`config.mk`:
```
export PLATFORM = sky130hd
export DESIGN_NAME = mem_arbiter
export DESIGN_NICKNAME = d
export VERILOG_FILES = /design/src/rtl/mem_arbiter.sv
export SDC_FILE = /design/constraint.sdc
export NUM_CORES = 1
export LEC_CHECK = 0
export BUFFER_PORTS_ARGS = -buffer_cell sky130_fd_sc_hd__buf_2
export CELL_PAD_IN_SITES_DETAIL_PLACEMENT = 0
export CELL_PAD_IN_SITES_GLOBAL_PLACEMENT = 2
export CORE_MARGIN = 2
export CORE_UTILIZATION = 30
export DETAILED_ROUTE_END_ITERATION = 8
export PLACE_DENSITY_LB_ADDON = 0.1
export SETUP_SLACK_MARGIN = 0.3
export SLEW_MARGIN = 20
export SYNTH_ARGS = -nofsm -noshare
export SYNTH_HDL_FRONTEND = slang
export SYNTH_SLANG_ARGS = --single-unit
```
`constraint.sdc`:
```
create_clock -name clk -period 2.36 [get_ports clk]
set_input_delay 0.354 -clock clk [delete_from_list [all_inputs] [get_ports clk]]
set_output_delay 0.354 -clock clk [all_outputs]
set_load 0.05 [all_outputs]
```
`src/rtl/mem_arbiter.sv`:
```
`timescale 1ns/1ps
// mem_arbiter: shares one byte-wide external memory between the IF and MEM ports.
// Each 32-bit access becomes byte cycles. Optional feature macro: ARB_WRITE_SKIP_EN.
module mem_arbiter (
    input  logic        clk,
    input  logic        rst,
    input  logic        if_req_i,
    input  logic [31:0] if_addr_i,
    output logic [31:0] if_data_o,
    output logic        if_done_o,
    input  logic        mem_req_i,
    input  logic        mem_we_i,
    input  logic [3:0]  mem_sel_i,
    input  logic [31:0] mem_addr_i,
    input  logic [31:0] mem_data_i,
    output logic [31:0] mem_data_o,
    output logic        mem_done_o,
    output logic        stallreq_if_o,
    output logic        stallreq_mem_o,
    output logic [31:0] ext_addr_o,
    output logic [7:0]  ext_data_o,
    output logic        ext_we_o,
    input  logic [7:0]  ext_data_i
);

    typedef enum logic [1:0] {S_IDLE, S_XFER, S_DONE} state_t;

    state_t      r_state, w_state_nxt;
    logic [2:0]  r_cnt, w_cnt_nxt;
    logic        r_owner_mem;
    logic        r_we;
    logic [3:0]  r_sel;
    logic [31:0] r_wdata;
    logic [29:0] r_base;
    logic [23:0] r_rbuf;
    logic [31:0] r_if_data;
    logic [31:0] r_mem_data;
    logic        w_grant_mem;
    logic        w_grant_if;
    logic        w_bus_active;

`ifdef ARB_WRITE_SKIP_EN
    // Lowest enabled lane at or above 'from'; 4 means no lane remains.
    function automatic logic [2:0] next_lane(input logic [3:0] sel, input logic [2:0] from);
        logic [2:0] lane;
        lane = 3'd4;
        for (int k = 3; k >= 0; k--)
            if (sel[k] && (3'(k) >= from)) lane = 3'(k);
        return lane;
    endfunction
`endif

    always_comb begin
        // NOTE: every output of this block gets a default first, so no path can infer a latch.
        w_state_nxt = r_state;
        w_cnt_nxt   = r_cnt;
        w_grant_mem = 1'b0;
        w_grant_if  = 1'b0;
        case (r_state)
            S_IDLE: begin
                w_grant_mem = mem_req_i;
                w_grant_if  = if_req_i & ~mem_req_i;
                if (mem_req_i || if_req_i) begin
                    w_state_nxt = S_XFER;
                    w_cnt_nxt   = 3'd0;
`ifdef ARB_WRITE_SKIP_EN
                    if (mem_req_i && mem_we_i) begin
                        w_cnt_nxt = next_lane(mem_sel_i, 3'd0);
                        if (w_cnt_nxt == 3'd4) begin
                            w_state_nxt = S_DONE;
                            w_cnt_nxt   = 3'd0;
                        end
                    end
`endif
                end
            end
            S_XFER: begin
                if (r_we) begin
`ifdef ARB_WRITE_SKIP_EN
                    w_cnt_nxt = next_lane(r_sel, r_cnt + 3'd1);
                    if (w_cnt_nxt == 3'd4) begin
                        w_state_nxt = S_DONE;
                        w_cnt_nxt   = 3'd0;
                    end
`else
                    if (r_cnt == 3'd3) begin
                        w_state_nxt = S_DONE;
                        w_cnt_nxt   = 3'd0;
                    end else begin
                        w_cnt_nxt = r_cnt + 3'd1;
                    end
`endif
                end else if (r_cnt == 3'd4) begin
                    // Last read cycle only captures the byte addressed in the previous cycle.
                    w_state_nxt = S_DONE;
                    w_cnt_nxt   = 3'd0;
                end else begin
                    w_cnt_nxt = r_cnt + 3'd1;
                end
            end
            S_DONE: begin
                w_state_nxt = S_IDLE;
                w_cnt_nxt   = 3'd0;
            end
            default: begin
                w_state_nxt = S_IDLE;
                w_cnt_nxt   = 3'd0;
            end
        endcase
    end

    // NOTE: sequential state uses non-blocking assignments so every register samples pre-edge values.
    always_ff @(posedge clk) begin
        if (rst) begin
            r_state     <= S_IDLE;
            r_cnt       <= 3'd0;
            r_owner_mem <= 1'b0;
            r_we        <= 1'b0;
            r_sel       <= 4'd0;
            r_wdata     <= 32'd0;
            r_base      <= 30'd0;
            r_rbuf      <= 24'd0;
            r_if_data   <= 32'd0;
            r_mem_data  <= 32'd0;
        end else begin
            r_state <= w_state_nxt;
            r_cnt   <= w_cnt_nxt;
            if (w_grant_mem) begin
                r_owner_mem <= 1'b1;
                r_we        <= mem_we_i;
                r_sel       <= mem_sel_i;
                r_wdata     <= mem_data_i;
                r_base      <= mem_addr_i[31:2];
            end else if (w_grant_if) begin
                r_owner_mem <= 1'b0;
                r_we        <= 1'b0;
                r_sel       <= 4'd0;
                r_wdata     <= 32'd0;
                r_base      <= if_addr_i[31:2];
            end
            if (r_state == S_XFER && !r_we) begin
                case (r_cnt)
                    3'd1: r_rbuf[7:0]   <= ext_data_i;
                    3'd2: r_rbuf[15:8]  <= ext_data_i;
                    3'd3: r_rbuf[23:16] <= ext_data_i;
                    3'd4: begin
                        if (r_owner_mem) r_mem_data <= {ext_data_i, r_rbuf};
                        else             r_if_data  <= {ext_data_i, r_rbuf};
                    end
                    default: ;
                endcase
            end
        end
    end

    assign w_bus_active   = (r_state == S_XFER) && !r_cnt[2];
    assign ext_addr_o     = w_bus_active ? {r_base, r_cnt[1:0]} : 32'd0;
    assign ext_data_o     = (w_bus_active && r_we) ? r_wdata[{r_cnt[1:0], 3'b000} +: 8] : 8'd0;
    assign ext_we_o       = w_bus_active & r_we & r_sel[r_cnt[1:0]];
    assign if_done_o      = (r_state == S_DONE) & ~r_owner_mem;
    assign mem_done_o     = (r_state == S_DONE) & r_owner_mem;
    assign if_data_o      = r_if_data;
    assign mem_data_o     = r_mem_data;
    assign stallreq_if_o  = if_req_i & ~if_done_o;
    assign stallreq_mem_o = mem_req_i & ~mem_done_o;

endmodule

```
==> impl_metrics.toml, run 1 <==
[status]
status = "finished clean"

[critical_path]
path_cells = "buf_12, mux4_2, and3_4, buf_6"
cp_max_fo = 6
critPathCaptureType = "primary output"
max_stage_delay_ps = 490
worst_ep_arrival_time_ps = 1790
required_ps = 2010
path_depth = 4
rr_worst_depth = 5
startpoint_type = "register"
critPathTopFamily = "multiplexers"
ff2ff_setup_slack_ps = 450
r2r-end = "mem_data_o[25]$_SDFFE_PP0P_"
r2r_start = "r_cnt[0]$_SDFFE_PP0P_"
crit_slowest_cell = "mux4_2"
crit_buf_inv = 2
crit_type = "reg -> out"

[clock_network]
hold_buffers = 0
cts.sinks = 161
cts_buffer_depth = 2
clock_latency_ps = 430
ctsRootBufferMaster = "clkbuf_16"
clk_pin_slew_ps = 80
cts_tree = "yes"
htreeDepth = 4
cts_buffers = 17

[power_and_ir_drop]
internal-power_mw = 4.73
switching_share_pct = 30.5
fin_total_pwr_mw = 6.81
power_frac_comb_pct = 17.0
clkPwrFrac_pct = 39.9
ir_drop_mv = 0.336
seqPwrFrac_pct = 43.0
p_per_area_nw_per_um2 = 709
leakagePower_nw = 4.49
p_sw_mw = 2.07

[timing]
rsz0062_at_grt = "true"
slew_headroom_pct = 43.9
final-hold-violation-count = 0
fin_crit_ps = 2140
fmax_ghz = 0.467
fin_crit_sh_pct = 90.8
fin_ws_ps = 217
fin_skew_ps = 20.5
tightest_slew_ps = 842
drv_slew = 0
finalSetupTns_ps = 0
setup_viol = 0

[global_routing]
grt_pass1_vias = 5920
antenna_found_initial = 0
grt_pass1_wl_um = 32500
overflow = 0
grt_start_max_net_pins = 98
track_usage_pct = 16.0

[synthesis]
synth_flop_cell = "dfxtp_1"
synth_edf_count = 0
ys_seq_area_share_pct = 44.4
synth-async-reset-ratio_pct = 0
ys_warn_count = 0
synth-seq-cells = 161
syn-instance-count = 779
avgSynthCellArea_sq_um = 9.32
syn-num-nets = 898
netlist_area_sq_um = 7260
synthDistinctLibCells = 36

[floorplan]
std_cell_rows = 56
die_y_um = 160
core_sq_um = 23600
die_w_um = 160
dieArea_sq_um = 25500
ios = 222
start_util_pct = 30.8

[placed_design]
place_worst_setup_slack_ps = 453
placed_area_sq_um = 8620
gp_congestion = 0.706
port-buffer-count = 217
detailed_place_hpwl_um = 13500
dp.cells = 1265

[worst_hold_path]
worstHoldStart = "mem_sel_i[0]"
min_path_cells = 3
hold_class = "in -> reg"
whs_endpoint = "r_sel[0]$_SDFFE_PP0P_"

[routing]
drc = 0
via_per_inst = 4.59
ant_nets = 0
num_vias = 5997
post_drt_wl_per_cell_um = 15.9
drt_iter0_markers = 235
wirelength_um = 20800
dr.pass1.iters = 4

[cells_and_area]
layout_commonest_cell = "buf_2"
fillers = 2486
nets = 1094
finalInstanceArea_sq_um = 9610
final-seq-area_sq_um = 3240
drive_gt1_share_pct = 31.9
final_cell_mix = "176 x buf_2, 157 x dfxtp_1, 97 x nand2b_1, 90 x mux2i_1, 70 x a21oi_1"
antennaDiodeCount = 0
syn_to_final_growth_pct = 32.3
final_cell_count_no_fill = 1307
multi_input_area_sq_um = 3660

[flow_run]
cap_violations = 0
==> metal layers <==
layer	wire [um]	up-vias	GRT usage, %
met5	0	-	0
met4	250	0	4.34
met3	1180	16	4.48
met2	9520	149	25.3
met1	9820	2777	21.5
li1	-	3055	-
==> power groups by stage <==
stage / Sequential [mW] / Combinational [mW] / Clock [mW]
global route: 2.95 / 1.27 / 2.90
finish: 2.93 / 1.16 / 2.72
detailed placement: 2.99 / 1.05 / 0
global placement: 2.99 / 1.05 / 0
floorplan: 2.97 / 0.723 / 0
CTS: 2.93 / 1.14 / 2.79
==> final cells by class <==
type | count | area share (%)
inverter | 34 | 1.33
timing repair buffer | 248 | 16.7
sequential | 161 | 33.7
clock buffer | 18 | 4.47
clock inverter | 14 | 1.51
tap | 319 | 4.16
multi-input combinational | 513 | 38.1
==> worst reg2reg max path, cell delays in order, from the launching register on <==
cell     delay [ps]
dfxtp_4         370
inv_1           140
ha_1            170
nand2_1         130
or4_4           750
mux2i_1         220
==> timing repair <==
action	in CTS	in global routing
buffers inserted	4	4
gates resized for setup	76	21
cloned	2	0
setup endpoints to repair	43	44
pin swaps	1	1
endpoints found under the hold margin	0	0
==> cells in the mapped netlist, drive strengths merged, types with 2 or more instances <==
cell    number  area, sq um
inv         34          128
nor3         5         25.0
mux4         9          203
nand2       42          158
or4          3         30.0
a21oi       70          350
and3         9         56.3
nor3b        3         27.5
nor2        39          146
a22o        28          245
o21ai       38          190
or2          2         12.5
a211oi      29          218
ha           6         75.1
dfxtp      161         3220
nand2b      98          621
nand3b       2         15.0
buf         23          191
mux2i       90          901
and2        30          188
clkbuf      48          180
nor2b        2         12.5
==> state kept, by name (all words and copies together) (netlist names) <==
name / count
r_rbuf: 24
r_base: 30
r_we: 1
r_sel: 4
r_wdata: 32
r_cnt: 3
r_owner_mem: 1
r_state: 2
mem_data_o: 32
if_data_o: 32
==> logic make-up after synthesis <==
family	count (synthesis)	share of synthesized area (%)
DFF	161	44.4
AOI/OAI and AO/OA	171	14.5
and+or+nand+nor	237	18.0
muxes	99	15.2
buffers and inverters	105	6.87
adders and majority gates	6	1.03
==> how the worst max path moves through the flow <==
stage                                  from             to  slack [ps]
CTS                   r_cnt[0]$_SDFFE_PP0P_  ext_data_o[6]         170
global placement    r_state[1]$_SDFFE_PP0P_     mem_done_o         440
floorplan           r_state[1]$_SDFFE_PP0P_  stallreq_if_o        -150
global route          r_cnt[0]$_SDFFE_PP0P_  ext_data_o[1]         150
finish                r_cnt[0]$_SDFFE_PP0P_  ext_data_o[1]         220
detailed placement  r_state[1]$_SDFFE_PP0P_     mem_done_o         450
==> metrics by stage <==
| stage | hold slack (ps) | utilization [%] |
|---|---|---|
| after global placement | 456 | 36.5 |
| after CTS | 138 | 40.2 |
| after global routing | 145 | 40.7 |
| after floorplan | 446 | - |
| final | 155 | 40.7 |
| after detailed placement | 460 | 36.5 |
No activity file was read; power rests on OpenSTA's default activity.
==> inputs of run 2 (changes only) <==
--- a/config.mk
+++ b/config.mk
@@ -12,7 +12,7 @@
 export CORE_UTILIZATION = 30
 export DETAILED_ROUTE_END_ITERATION = 8
 export PLACE_DENSITY_LB_ADDON = 0.1
-export SETUP_SLACK_MARGIN = 0.3
+export SETUP_SLACK_MARGIN = 0.2
 export SLEW_MARGIN = 20
 export SYNTH_ARGS = -nofsm -noshare
 export SYNTH_HDL_FRONTEND = slang
==> run 2 against run 1 <==
Net effect: sequential share of layout area is 0.40 points higher; worst setup slack worse by 1.6 ps; total power is 0.85% lower; register-to-register slack about the same; clock skew is 0.82 ps lower; die area unchanged; via count fell by 0.33%; sequential cell count did not move; clock power is essentially flat; wire length down 1.2%; highest routed layer unchanged.
==> impl_metrics.toml, run 2 (same netlist as run 1, synthesis figures left out) <==
[floorplan]
core_sq_um = 23600
ios = 222
die_y_um = 160
die_w_um = 160
dieArea_sq_um = 25500
std_cell_rows = 56
start_util_pct = 30.8

[timing]
fin_crit_ps = 2140
drv_slew = 0
fin_skew_ps = 19.7
final-hold-violation-count = 0
setup_viol = 0
fmax_ghz = 0.466
fin_crit_sh_pct = 90.9
rsz0062_at_grt = "true"
slew_headroom_pct = 43.9
tightest_slew_ps = 841

[critical_path]
cp_max_fo = 6
ff2ff_setup_slack_ps = 450
crit_start = "r_cnt[0]$_SDFFE_PP0P_"
r2r-end = "mem_data_o[25]$_SDFFE_PP0P_"
r2r_start = "r_cnt[0]$_SDFFE_PP0P_"
max_stage_delay_ps = 490
startpoint_type = "register"
setup.worst_path.end = "ext_data_o[6]"
crit_type = "reg -> out"
critPathTopFamily = "multiplexers"
crit_buf_inv = 2
rr_worst_depth = 5
crit_slowest_cell = "mux4_2"
required_ps = 2010
critPathCaptureType = "primary output"
path_cells = "buf_12, mux4_2, and3_4, buf_6"
path_depth = 4
worst_ep_arrival_time_ps = 1790

[routing]
drt_iter0_markers = 229
ant_nets = 0
drc = 0
num_vias = 5977
dr.pass1.iters = 4
via_per_inst = 4.59
top_layer_used = "met4"
post_drt_wl_per_cell_um = 15.8
wl_met3_um = 1200
wirelength_um = 20500
wl_met1_um = 9680
routed-wl-met2_um = 9380

[placed_design]
port-buffer-count = 217
detailed_place_hpwl_um = 13500
gp_congestion = 0.706
placed_area_sq_um = 8620
dp.cells = 1265

[cells_and_area]
fillers = 2504
final_cell_mix = "180 x buf_2, 157 x dfxtp_1, 97 x nand2b_1, 90 x mux2i_1, 70 x a21oi_1"
multi_input_area_sq_um = 3640
nets = 1089
drive_gt1_share_pct = 31.5
layout_commonest_cell = "buf_2"
final_cell_count_no_fill = 1302
antennaDiodeCount = 0
syn_to_final_growth_pct = 30.5
final-seq-area_sq_um = 3230
finalInstanceArea_sq_um = 9480

[power_and_ir_drop]
p_per_area_nw_per_um2 = 712
seqPwrFrac_pct = 43.5
power_frac_comb_pct = 16.3
p_sw_mw = 2.05
ir_drop_mv = 0.334
clkPwrFrac_pct = 40.2
internal-power_mw = 4.70
switching_share_pct = 30.4
fin_total_pwr_mw = 6.75
leakagePower_nw = 4.43

[worst_hold_path]
min_path_cells = 3
hold_class = "in -> reg"

[global_routing]
grt_pass1_wl_um = 32200
grt_start_max_net_pins = 98
antenna_found_initial = 0
grt_pass1_vias = 5886
overflow = 0
track_usage_pct = 15.9

[clock_network]
ctsRootBufferMaster = "clkbuf_16"
hold_buffers = 0
clk_pin_slew_ps = 80
cts_buffers = 17
htreeDepth = 4
clock_latency_ps = 430
cts_buffer_depth = 2
cts_tree = "yes"
cts.sinks = 161

[status]
status = "finished clean"

[flow_run]
cap_violations = 0
## run 2: cell count changes in the layout (fill, tap and decap cells not counted), sizes merged
cell    previous run  this run
buf              247       223
clkbuf            19        38
## run 2: power groups by stage
| stage | clock, mW | combinational, mW | sequential, mW |
|---|---|---|---|
| final | 2.72 | 1.10 | 2.93 |
| after global placement | 0 | 1.05 | 2.99 |
| after detailed placement | 0 | 1.05 | 2.99 |
| after floorplan | 0 | 0.723 | 2.97 |
| after CTS | 2.79 | 1.08 | 2.93 |
| after global routing | 2.90 | 1.21 | 2.95 |
## run 2: what timing repair did
action | 4_1_cts | 5_1_grt
setup endpoints to repair | 43 | 41
cloned | 1 | 1
setup buffers | 1 | 2
pin swaps | 0 | 0
gates resized for setup | 38 | 42
## run 2: metrics by stage
step | hold WS (ps) | setup WS [ps] | setup TNS [ps] | utilization (%)
detailed placement | 460 | 453 | 0 | 36.5
CTS | 138 | 148 | 0 | 39.6
global route | 145 | 147 | 0 | 40.1
finish | 155 | 215 | 0 | 40.1
floorplan | 446 | -149 | -298 | -
global placement | 456 | 445 | 0 | 36.5
## run 2: how the worst min path moves through the flow
stage | from | to | slack (ps)
2_1_floorplan | r_sel[2]$_SDFFE_PP0P_ | r_sel[2]$_SDFFE_PP0P_ | 450
3_3_place_gp | if_data_o[15]$_SDFFE_PP0P_ | if_data_o[15]$_SDFFE_PP0P_ | 460
3_5_place_dp | if_data_o[17]$_SDFFE_PP0P_ | if_data_o[17]$_SDFFE_PP0P_ | 460
4_1_cts | mem_data_i[30] | r_wdata[30]$_SDFFE_PP0P_ | 140
5_1_grt | mem_sel_i[3] | r_sel[3]$_SDFFE_PP0P_ | 150
6_report | mem_sel_i[0] | r_sel[0]$_SDFFE_PP0P_ | 160
## run 2: final cells by class
cell class                      instances  area share (%)
Clock buffer                           18            4.53
Timing Repair Buffer                  243            15.8
Clock inverter                         14            1.53
Multi-Input combinational cell        513            38.5
Tap cell                              319            4.21
Inverter                               34            1.35
Sequential cell                       161            34.1
## run 2: worst register-to-register path: cells and delay by family (launching register included)
family / cells / cell delay, ps
simple gates: 2 / 890
buf+inv: 1 / 140
mux: 1 / 220
fa+ha+maj: 1 / 170
flops: 1 / 370
## run 2: routing by layer
layer | track usage (%) | vias up
met5 | 0 | -
li1 | - | 3045
met2 | 25.1 | 156
met3 | 4.45 | 18
met4 | 4.34 | 0
met1 | 21.2 | 2758
